`config.mk`:
```
export PLATFORM = sky130hd
export DESIGN_NAME = mmio_timer
export DESIGN_NICKNAME = d
export VERILOG_FILES = /design/src/rtl/mmio_timer.sv
export SDC_FILE = /design/constraint.sdc
export NUM_CORES = 1
export LEC_CHECK = 0
export ABC_AREA = 1
export ABC_CLOCK_PERIOD_IN_PS = 3350
export BUFFER_PORTS_ARGS = -buffer_cell sky130_fd_sc_hd__buf_2
export CAP_MARGIN = 0
export CORE_AREA = 2 2 134 136
export DETAILED_ROUTE_END_ITERATION = 7
export DIE_AREA = 0 0 136 138
export SETUP_SLACK_MARGIN = 0.3
export SLEW_MARGIN = 20
export SYNTH_ARGS = -nofsm -noshare
export SYNTH_HDL_FRONTEND = slang
export SYNTH_SLANG_ARGS = --single-unit
```
`constraint.sdc`:
```
create_clock -name clk -period 3.35 [get_ports clk]
set_input_delay 0.67 -clock clk [delete_from_list [all_inputs] [get_ports clk]]
set_output_delay 0.67 -clock clk [all_outputs]
set_load 0.02 [all_outputs]
```
`src/rtl/mmio_timer.sv`:
```
// Memory-mapped down-counting timer on the data-memory bus: one-shot or
// auto-reload periods, programmable prescaler, sticky expiry flag and level irq.
module mmio_timer #(
  parameter logic [31:0] BASE_ADDR  = 32'h0000_0200,
  parameter int          PRESCALE_W = 8
) (
  input  logic        clk,
  input  logic        reset,
  input  logic        we,
  input  logic [31:0] a,
  input  logic [31:0] wd,
  output logic [31:0] rd,
  output logic        irq
);

  localparam logic [1:0] OFF_CTRL   = 2'd0;
  localparam logic [1:0] OFF_LOAD   = 2'd1;
  localparam logic [1:0] OFF_COUNT  = 2'd2;
  localparam logic [1:0] OFF_STATUS = 2'd3;

  logic                  en_reg, en_next;
  logic                  auto_reg, auto_next;
  logic                  irq_en_reg, irq_en_next;
  logic [PRESCALE_W-1:0] prescale_reg, prescale_next;
  logic [PRESCALE_W-1:0] pcnt_reg, pcnt_next;
  logic [31:0]           load_reg, load_next;
  logic [31:0]           count_reg, count_next;
  logic                  expired_reg, expired_next;

  logic       hit;
  logic [1:0] off;
  logic       wr_ctrl, wr_load, wr_status;
  logic       tick;
  logic       unused_addr_bits;

  assign hit              = (a[31:4] == BASE_ADDR[31:4]);
  assign off              = a[3:2];
  assign unused_addr_bits = ^a[1:0];
  assign wr_ctrl          = we && hit && (off == OFF_CTRL);
  assign wr_load          = we && hit && (off == OFF_LOAD);
  assign wr_status        = we && hit && (off == OFF_STATUS);
  assign tick             = en_reg && (pcnt_reg == prescale_reg);

  always_comb begin
    en_next       = en_reg;
    auto_next     = auto_reg;
    irq_en_next   = irq_en_reg;
    prescale_next = prescale_reg;
    load_next     = load_reg;
    count_next    = count_reg;
    expired_next  = expired_reg;
    pcnt_next     = pcnt_reg;

    // Clear first so that an expiry in the same cycle wins over W1C.
    if (wr_status && wd[0]) begin
      expired_next = 1'b0;
    end

    // A LOAD write suppresses both decrement and expiry on this edge.
    if (tick && !wr_load) begin
      if (count_reg > 32'd1) begin
        count_next = count_reg - 32'd1;
      end else begin
        expired_next = 1'b1;
        if (auto_reg) begin
          count_next = load_reg;
        end else begin
          count_next = '0;
          en_next    = 1'b0;
        end
      end
    end

    // Placed after the tick logic so a CTRL write overrides one-shot self-stop.
    if (wr_ctrl) begin
      en_next       = wd[0];
      auto_next     = wd[1];
      irq_en_next   = wd[2];
      prescale_next = wd[8 +: PRESCALE_W];
    end

    if (wr_load) begin
      load_next  = wd;
      count_next = wd;
    end

    if (!en_next || tick || wr_load || (wr_ctrl && wd[0] && !en_reg)) begin
      pcnt_next = '0;
    end else begin
      pcnt_next = pcnt_reg + 1'b1;
    end
  end

  always_ff @(posedge clk or negedge reset) begin
    if (!reset) begin
      en_reg       <= 1'b0;
      auto_reg     <= 1'b0;
      irq_en_reg   <= 1'b0;
      prescale_reg <= '0;
      pcnt_reg     <= '0;
      load_reg     <= '0;
      count_reg    <= '0;
      expired_reg  <= 1'b0;
    end else begin
      en_reg       <= en_next;
      auto_reg     <= auto_next;
      irq_en_reg   <= irq_en_next;
      prescale_reg <= prescale_next;
      pcnt_reg     <= pcnt_next;
      load_reg     <= load_next;
      count_reg    <= count_next;
      expired_reg  <= expired_next;
    end
  end

  always_comb begin
    rd = '0;
    if (hit) begin
      case (off)
        OFF_CTRL: begin
          rd[0]                = en_reg;
          rd[1]                = auto_reg;
          rd[2]                = irq_en_reg;
          rd[8 +: PRESCALE_W]  = prescale_reg;
        end
        OFF_LOAD:   rd = load_reg;
        OFF_COUNT:  rd = count_reg;
        OFF_STATUS: rd[0] = expired_reg;
        default:    rd = '0;
      endcase
    end
  end

  assign irq = expired_reg && irq_en_reg;

endmodule
```
* Word-level counts from Yosys, hierarchy flattened
Cells that the tools add are included.
** Word-level totals
- Latch bits :: 0
- Logic and storage cells :: 52
- Bits in read-only memories :: 0
- Memory bits (writable) :: 0
- Memories :: 0
- Register bits :: 84
** Operators by class
- Multiplexer cells :: 18
- Divide/modulo/power cells :: 0
- Equality and inequality tests :: 5
- Reduce and logical (&&, ||, !) cells :: 18
- Bitwise operators :: 0
- Add/sub/neg operators :: 2
- Shift-type cells :: 0
- Multiply operators :: 0
- Magnitude comparators :: 1
** Operators by type and width (number)
- $mux 32 :: 5
- $gt 32x1->1 const B :: 1
- $pmux 16 s2 :: 1
- $sub 32x1->32 const B :: 1
- $eq 28x6->1 const B :: 1
- $pmux 8 s3 :: 1
- $logic_and 1x1->1 :: 10
- $pmux 5 s2 :: 1
- $add 8x1->8 const B :: 1
- $eq 8x8->1 :: 1
- $mux 8 :: 1
- $mux 1 :: 7
- $pmux 2 s3 :: 1
- $eq 2x2->1 const B :: 2
- $pmux 1 s4 :: 1
- $logic_not 1->1 :: 3
- $logic_or 1x1->1 :: 3
- $eq 2x1->1 const B :: 1
- $logic_not 2->1 :: 1
- $reduce_bool 2->1 :: 1

* Longest topological paths before layout
Gate-level depths: netlist (run 1).
- Depth in word-level cells :: 12
- Depth in mapped cells :: 13

* Worst setup path before layout (run 1)
Ideal clock, no wire load.
- Path kind :: input -> output
- From :: input port a[3]
- To :: output port rd[18]
- Stages on the path :: 7
- Path buffers :: 3
- Arrival :: 2.170 ns
- Setup slack :: 0.510 ns
- Cells stage by stage :: inv_1 > ha_1 > buf_2 > clkbuf_1 > buf_1 > nand2_1 > a21oi_1
** Between the ends
- Word-level cells in the longest chain between the ends :: 3
- Elaborated cells on any way between the ends :: 4
** Ends and longest elaborated chain
- from (decl) :: RTL line 10 : input logic [31:0] a,
- $eq 2x2->1 / $eq 2x1->1 (equally long branches) :: RTL line 119 : case (off)
- $pmux 16 s2 (*) :: RTL line 119
- $mux 32 (*) :: RTL line 118 : if (hit) begin
- to (decl) :: RTL line 12 : output logic [31:0] rd,
Mark *: on every way between the ends. The rest lies on a longest branch, timed or not.

* Final worst setup path (run 1)
- From :: input port a[21]
- To :: output port rd[15]
** Between the ends
- Word-level cells in the longest chain between the ends :: 2
** Ends and longest elaborated chain
- $eq 28x6->1 :: RTL line 36 : assign hit = (a[31:4] == BASE_ADDR[31:4]);
- $mux 32 :: RTL line 118
No other way between the ends.

==> results.ini, run 1 <==
[detailed_routing]
drc=0
via_per_inst=4.85
ant_nets=0
drtIter0Drc=432
routedWlPerCell_um=14.7
num_vias=5982
drt_wl_total_um=18100
drt_pass1_iterations=5

[logic_synthesis]
syn_inst=911
syn_avg_cell_area_um2=6.53
synth_top_area_share_pct=35.3
synthTopCellsByArea=dfrtp_1, nand2_1, nand3_1
synth_area_mm2=0.00595
yosys.area.top_type=dfrtp_1
synth_commonest_cells=nand2_1, nor2_1, dfrtp_1, nand3_1, inv_1
ys_warn_count=0
synth_flop_cell=dfrtp_1
synth.most_common_cell=nand2_1
synth_edf_count=0
async_flop_share_pct=100
yosysSeqAreaShare_pct=35.3
synth_cell_types=39
synth_fp_nets=987
ys_ff_latch=84

[place]
dp_hpwl_um=13400
port_buffers=97
place.gp.congestion=0.930
dpl_worst_slack_ns=0.387
dpl_cell_area_mm2=0.00666

[power]
power.density_mw_per_mm2=301
p_leak_nw=3.71
ir_drop_uv=188

[die]
core_region_area_mm2=0.0175
fp-row-count=49
io_pins=100
dieHeight_um=138
initial_core_util_pct=33.9
fp.dieW_um=136
die-area_mm2=0.0188

[worst_setup_path]
critPathCaptureType=output pin
arrival_ns=2.24
path_class=input port to output pin
crit_fanout=11
worstSetupStartpointType=input port
worstPathRequired_ns=2.68

[cells_and_area]
register_area_mm2=0.00210
nNetsFinal=1075
final_cell_area_mm2=0.00694
n_fill_cell=1949
synthToLayoutAreaGrowth_pct=16.7
antennaDiodeCount=0
multiInputGateArea_mm2=0.00340
drive_above_1_share_pct=16.6

[grt]
grt_max_degree=37
grt_first_pass_wirelength_um=29800
grt_pass1_vias=5745
grt_overflow=0
antenna_found_initial=0
grt_use_total_pct=19.8

[clock_tree]
path_clk_slew_ns=0.07
cts_setup_buffers=0
clk_path_buf_depth=2
hold_buffers=0
clock-sinks=84
cts_tree=done
clock_latency_ns=0.36
cts-root-buf=clkbuf_16
post_cts_resized=0
cts_htree_levels=3
numCtsBuffers=9

[timing]
slew_headroom_pct=64.3
fmax_mhz=344
skew_ns=0.0120
worst_pin_slew_ns=0.535
fin_crit_sh_pct=86.8
min_period_ns=2.91
finalSetupTns_ns=0
hold_viol_final=0
slew_viol_final=0
setup_slack_ns=0.444
rsz0062_at_grt=no
setup_violations=0

[hold_path]
hp-class=input port to async pin

[outcome]
status=completed

[flow_run]
cap_violations=0

==> final timing paths <==
kind	from	endpoint	slack [ns]	cells past startpoint
worst min-delay path	reset	load_reg[25]	0.29	1
worst max-delay path	a[21]	rd[15]	0.44	9
min in group clk	load_reg[30]	load_reg[30]	0.50	2
worst min register to register	load_reg[30]	load_reg[30]	0.50	2
max in group asynchronous	reset	count_reg[20]	2.31	2
worst max register to register	count_reg[0]	count_reg[17]	1.08	10
==> cell usage in the layout, fill, tap and decap left out, types with 3 or more instances in the layout <==
cell type / instances
a21oi_1: 26
a311oi_1: 9
buf_2: 96
buf_4: 14
clkbuf_16: 9
dfrtp_1: 84
ha_1: 7
inv_1: 67
inv_2: 5
mux2_1: 4
mux2_2: 3
nand2_1: 375
nand2_2: 6
nand3_1: 84
nand3_2: 5
nand3b_1: 3
nand4_1: 22
nor2_1: 105
nor2_2: 10
nor2_4: 4
nor3_1: 7
o21ai_0: 13
o21ai_1: 3
xnor2_1: 4
xor2_1: 15
==> stage by stage <==
stage | utilization (%) | std cells | power, mW | hold WS (ns)
global placement | 38.0 | 1217 | 1.15 | 0.475
global route | 39.6 | 1233 | 2.17 | 0.320
finish | 39.6 | 1233 | 2.09 | 0.291
floorplan | - | 911 | 1.07 | 0.374
CTS | 39.5 | 1233 | 2.11 | 0.297
detailed placement | 38.0 | 1217 | 1.15 | 0.477
==> routing by layer <==
metal,GRT usage [%],up-vias,part of all wire [%]
met5,0,-,0
met4,5.65,0,1.4
met3,3.04,18,4.7
met2,32.4,150,47
met1,27.0,2725,46
li1,-,3089,-
==> critical path, stage by stage <==
cell and delay, ns:
buf_2 0.10, nor2_1 0.10, nand2_1 0.08, nor2_1 0.11
nand2_1 0.06, nor2_2 0.22, inv_1 0.23, a311oi_1 0.41
buf_2 0.25
==> report_power, final <==
part	leakage (nW)	total (mW)	internal [mW]	switching, mW
Clock	0.133	0.959	0.510	0.449
Sequential	1.17	1.01	1.01	0.000000137
Combinational	2.40	0.120	0.0429	0.0768
Total	3.71	2.09	1.57	0.526
==> cell type report <==
cell class / count / area share, %
multi-input combinational: 721 / 49.0
clock inverter: 6 / 0.685
sequential: 84 / 30.3
clock buffer: 10 / 3.30
inverter: 72 / 3.89
tap: 229 / 4.13
timing repair buffer: 111 / 8.72
==> logic make-up (layout without fill, tap and decap cells) <==
group / count (synthesis) / in the layout / synth area share [%]
buf+inv: 106 / 199 / 7.72
simple gates: 629 / 629 / 45.2
flops: 84 / 84 / 35.3
mux: 7 / 7 / 1.32
xor+xnor: 19 / 19 / 2.80
fa+ha+maj: 9 / 9 / 1.89
compound gates: 57 / 57 / 5.70
Note: power is estimated with default switching activity, not from simulation.
==> run 2, diff against run 1 <==
- CORE_AREA: 2 2 134 136 -> 2 2 144 146
- DIE_AREA: 0 0 136 138 -> 0 0 146 148
==> results.ini, run 2 (same netlist as run 1, synthesis figures left out) <==
[power]
ir_drop_uv=216
power.density_mw_per_mm2=300
p_total_mw=2.10
p_leak_nw=3.70

[grt]
antenna_found_initial=0
grt_overflow=0
grt_max_degree=85
grt_use_total_pct=17.4
grt_first_pass_wirelength_um=30200
grt_pass1_vias=5650

[worst_setup_path]
arrival_ns=2.24
worstSetupStartpointType=input port
worstPathRequired_ns=2.68
critPathBufInv=4
critPathCaptureType=output pin
path_class=input port to output pin
cpMaxStageDelayCell=a311oi_1
slowest_delay_ns=0.36
path_delay_family=buffers and inverters
crit_fanout=11
path_cells=buf_2, nor2_1, nand2_1, nor2_1, nand2_1, nor2_4, clkinvlp_4, buf_4, a311oi_1, buf_2

[flow_run]
cap_violations=0

[die]
initial_core_util_pct=29.7
fp-row-count=52
core_region_area_mm2=0.0200
dieHeight_um=148
die-area_mm2=0.0216
io_pins=100
fp.dieW_um=146

[cells_and_area]
drive_above_1_share_pct=16.6
register_area_mm2=0.00210
utilization_pct=34.9
final_cell_area_mm2=0.00699
antennaDiodeCount=0
nNetsFinal=1073
final_cell_mix=nand2_1, nor2_1, buf_2, nand3_1, dfrtp_1
multiInputGateArea_mm2=0.00341
n_fill_cell=2258
synthToLayoutAreaGrowth_pct=17.5
final_common_cell=nand2_1

[timing]
rsz0062_at_grt=no
hold_viol_final=0
skew_ns=0.0104
fin_crit_sh_pct=86.8
fmax_mhz=344
worst_pin_slew_ns=0.530
slew_headroom_pct=64.6
min_period_ns=2.91
setup_violations=0
slew_viol_final=0
finalSetupTns_ns=0

[place]
dpl_cell_area_mm2=0.00669
port_buffers=97
dp_hpwl_um=13800
place.gp.congestion=0.904

[clock_tree]
path_clk_slew_ns=0.07
numCtsBuffers=9
cts-root-buf=clkbuf_16
clock_latency_ns=0.36
hold_buffers=0
cts_htree_levels=3
cts_tree=done
clock-sinks=84
clk_path_buf_depth=2

[detailed_routing]
drt_pass1_iterations=5
routedWlPerCell_um=14.6
ant_nets=0
drtIter0Drc=347
drc=0
drt_wl_total_um=18600
via_per_inst=4.72
num_vias=6004

[hold_path]
hp-class=input port to async pin

[outcome]
status=completed

## run 2: cell types whose count changed in the layout (fill, tap and decap cells not counted)
cell        before  now
buf_4           14   12
clkbuf_8         0    1
clkinvlp_4       1    3
inv_6            2    0
nor2_2          10    9
nor2_4           4    5
inv_1           67   66
## run 2: final cells by class
cell class | instances | area share (%)
clock buffer | 11 | 3.47
clock inverter | 5 | 0.537
inverter | 72 | 3.92
multi-input combinational | 721 | 48.7
sequential | 84 | 30.1
tap | 270 | 4.83
timing repair buffer | 109 | 8.45
## run 2: report_power, final
part	internal (mW)	leakage (nW)	total [mW]	switching, mW
logic	0.0415	2.39	0.119	0.0776
clock network	0.524	0.132	0.962	0.438
registers	1.01	1.17	1.01	0.000000138
## run 2: path summary, 6_finish.rpt
check,start,endpoint,slack (ns),cells past startpoint
setup / recovery,a[23],rd[1],0.44,10
hold / removal,reset,load_reg[7],0.35,2
setup reg to reg,count_reg[0],count_reg[26],1.08,11
hold reg to reg,load_reg[29],load_reg[29],0.50,2
max in group asynchronous,reset,count_reg[28],2.63,2
min in group clk,load_reg[29],load_reg[29],0.50,2
## run 2: stage by stage
stage | std cells | setup slack [ns] | hold slack, ns
after floorplan | 911 | 0.510 | 0.374
after global placement | 1255 | 0.329 | 0.476
after detailed placement | 1255 | 0.278 | 0.483
after CTS | 1271 | 0.368 | 0.376
after global routing | 1272 | 0.295 | 0.397
final | 1272 | 0.442 | 0.354
## run 2: repair_timing
| action | CTS | global route |
|---|---|---|
| endpoints found under the setup margin | 0 | 8 |
| buffers inserted | 0 | 1 |
| gates resized for setup | 0 | 4 |
## run 2: metal layers
metal | share of wire [%] | global-route usage [%] | wire (um) | up-vias
met5 | 0 | 0 | 0 | -
met4 | 2.1 | 5.05 | 383 | 0
met3 | 3.9 | 2.78 | 729 | 24
met2 | 47 | 28.8 | 8650 | 137
met1 | 47 | 23.6 | 8830 | 2762
li1 | - | - | - | 3081
==> run 3, diff against run 2 <==
- ABC_CLOCK_PERIOD_IN_PS: 3350 -> 3760
- CORE_AREA: 2 2 144 146 -> 2 2 152 139
- DIE_AREA: 0 0 146 148 -> 0 0 154 141
- GPL_TIMING_DRIVEN: default -> 0
- clock period: 3.35 -> 3.76 ns (I/O delays scaled with it)
==> results.ini, run 3 (same netlist as run 1, synthesis figures left out) <==
[timing]
hold_ws_ns=0.336
setup_slack_ns=0.467
fmax_mhz=304
rsz0062_at_grt=no
min_period_ns=3.29
finalSetupTns_ns=0
fin_crit_sh_pct=87.6
hold_viol_final=0
setup_violations=0
slew_headroom_pct=50.2
worst_pin_slew_ns=0.747
slew_viol_final=0
skew_ns=0.00976

[die]
dieHeight_um=141
io_pins=100
core_region_area_mm2=0.0203
fp.dieW_um=154
die-area_mm2=0.0217
initial_core_util_pct=29.3
fp-row-count=50

[clock_tree]
numCtsBuffers=9
path_clk_slew_ns=0.06
cts_tree=done
clock_latency_ns=0.36
cts_setup_buffers=0
hold_buffers=0
clock-sinks=84
clk_path_buf_depth=2
cts_htree_levels=3
cts-root-buf=clkbuf_16

[power]
clkPwrFrac_pct=48.1
switching_share_pct=24.1
combPwrFrac_pct=5.5
intPower_mw=1.48
seq_power_share_pct=46.4
p_sw_mw=0.469
p_leak_nw=3.78
ir_drop_uv=146
power.density_mw_per_mm2=274

[worst_setup_path]
worstSetupStartpointType=input port
worstPathRequired_ns=3.01
path_cells=buf_2, inv_1, ha_1, buf_2, clkbuf_2, buf_2, nand2_1, a21oi_1, buf_2
path_class=input port to output pin
slowest_delay_ns=0.29
crit_fanout=10
worstRegToRegCells=11
critPathCaptureType=output pin
arrival_ns=2.54
cpMaxStageDelayCell=buf_2
path_common_cell=buf_2

[grt]
grt_max_degree=55
grt_use_total_pct=19.4
grt_pass1_vias=5938
grt_overflow=0
grt_first_pass_wirelength_um=32900
antenna_found_initial=0

[detailed_routing]
drt_pass1_iterations=6
routedWlPerCell_um=15.8
drc=0
ant_nets=0
num_vias=6242
drt_wl_total_um=20300
via_per_inst=4.86
drtIter0Drc=526

[hold_path]
hp-class=input port to async pin

[cells_and_area]
antennaDiodeCount=0
synthToLayoutAreaGrowth_pct=19.4
drive_above_1_share_pct=16.7
nNetsFinal=1095
register_area_mm2=0.00210
multiInputGateArea_mm2=0.00339
n_fill_cell=2230
final_cell_mix=nand2_1, nor2_1, buf_2, nand3_1, dfrtp_1
final_cell_area_mm2=0.00710
final_common_cell=nand2_1

[flow_run]
cap_violations=0

[place]
dpl_cell_area_mm2=0.00679
dpl_worst_slack_ns=-0.00870
place.gp.congestion=0.900
dp_hpwl_um=15600
port_buffers=96

[outcome]
status=completed

[run 3: path summary, 6_finish.rpt]
kind	slack, ns	from	endpoint
setup / recovery	0.47	a[3]	rd[31]
hold / removal	0.34	reset	load_reg[3]
setup reg to reg	1.42	count_reg[0]	count_reg[26]
hold reg to reg	0.51	load_reg[30]	load_reg[30]
max in group asynchronous	2.80	reset	load_reg[29]
min in group clk	0.51	load_reg[30]	load_reg[30]
[run 3: metal layers]
layer / GRT usage, % / wire length [um] / vias to the layer above
li1: - / - / 3111
met5: 0 / 0 / -
met1: 27.6 / 9740 / 2876
met2: 30.1 / 8760 / 231
met4: 4.13 / 286 / 0
met3: 4.67 / 1520 / 24
[run 3: power by group through the flow]
| stage | logic [mW] | clock network [mW] | registers [mW] |
|---|---|---|---|
| 2_1_floorplan | 0.0307 | 0 | 0.921 |
| 4_1_cts | 0.110 | 0.956 | 0.903 |
| 6_report | 0.108 | 0.937 | 0.903 |
| 3_5_place_dp | 0.109 | 0 | 0.920 |
| 3_3_place_gp | 0.105 | 0 | 0.921 |
| 5_1_grt | 0.123 | 1.00 | 0.903 |
[run 3: worst max-delay path: cells and delay by family]
kind	cells	cell delay (ns)
simple gates	1	0.08
fa+ha+maj	1	0.22
buf+inv	6	1.23
compound gates	1	0.24
[run 3: area by class of cell]
type                       instances  share of cell area [%]
clock inverter                     6                    1.00
inverter                          72                    3.80
clock buffer                      10                    3.36
sequential                        84                    29.6
multi-input combinational        721                    47.7
timing repair buffer              97                    7.19
buffer                            34                    2.77
tap                              260                    4.58
[run 3: stage by stage]
stage          util (%)  std cells  power, mW
6_report           34.9       1284       1.95
5_1_grt            34.9       1284       2.03
4_1_cts            34.9       1284       1.97
3_5_place_dp       33.4       1268       1.03
3_3_place_gp       33.2       1267       1.03
2_1_floorplan         -        911      0.951
[run 3: repair_timing]
action | CTS | global route
pin swaps | 0 | 0
resized for setup | 3 | 3
setup endpoints to repair | 14 | 4
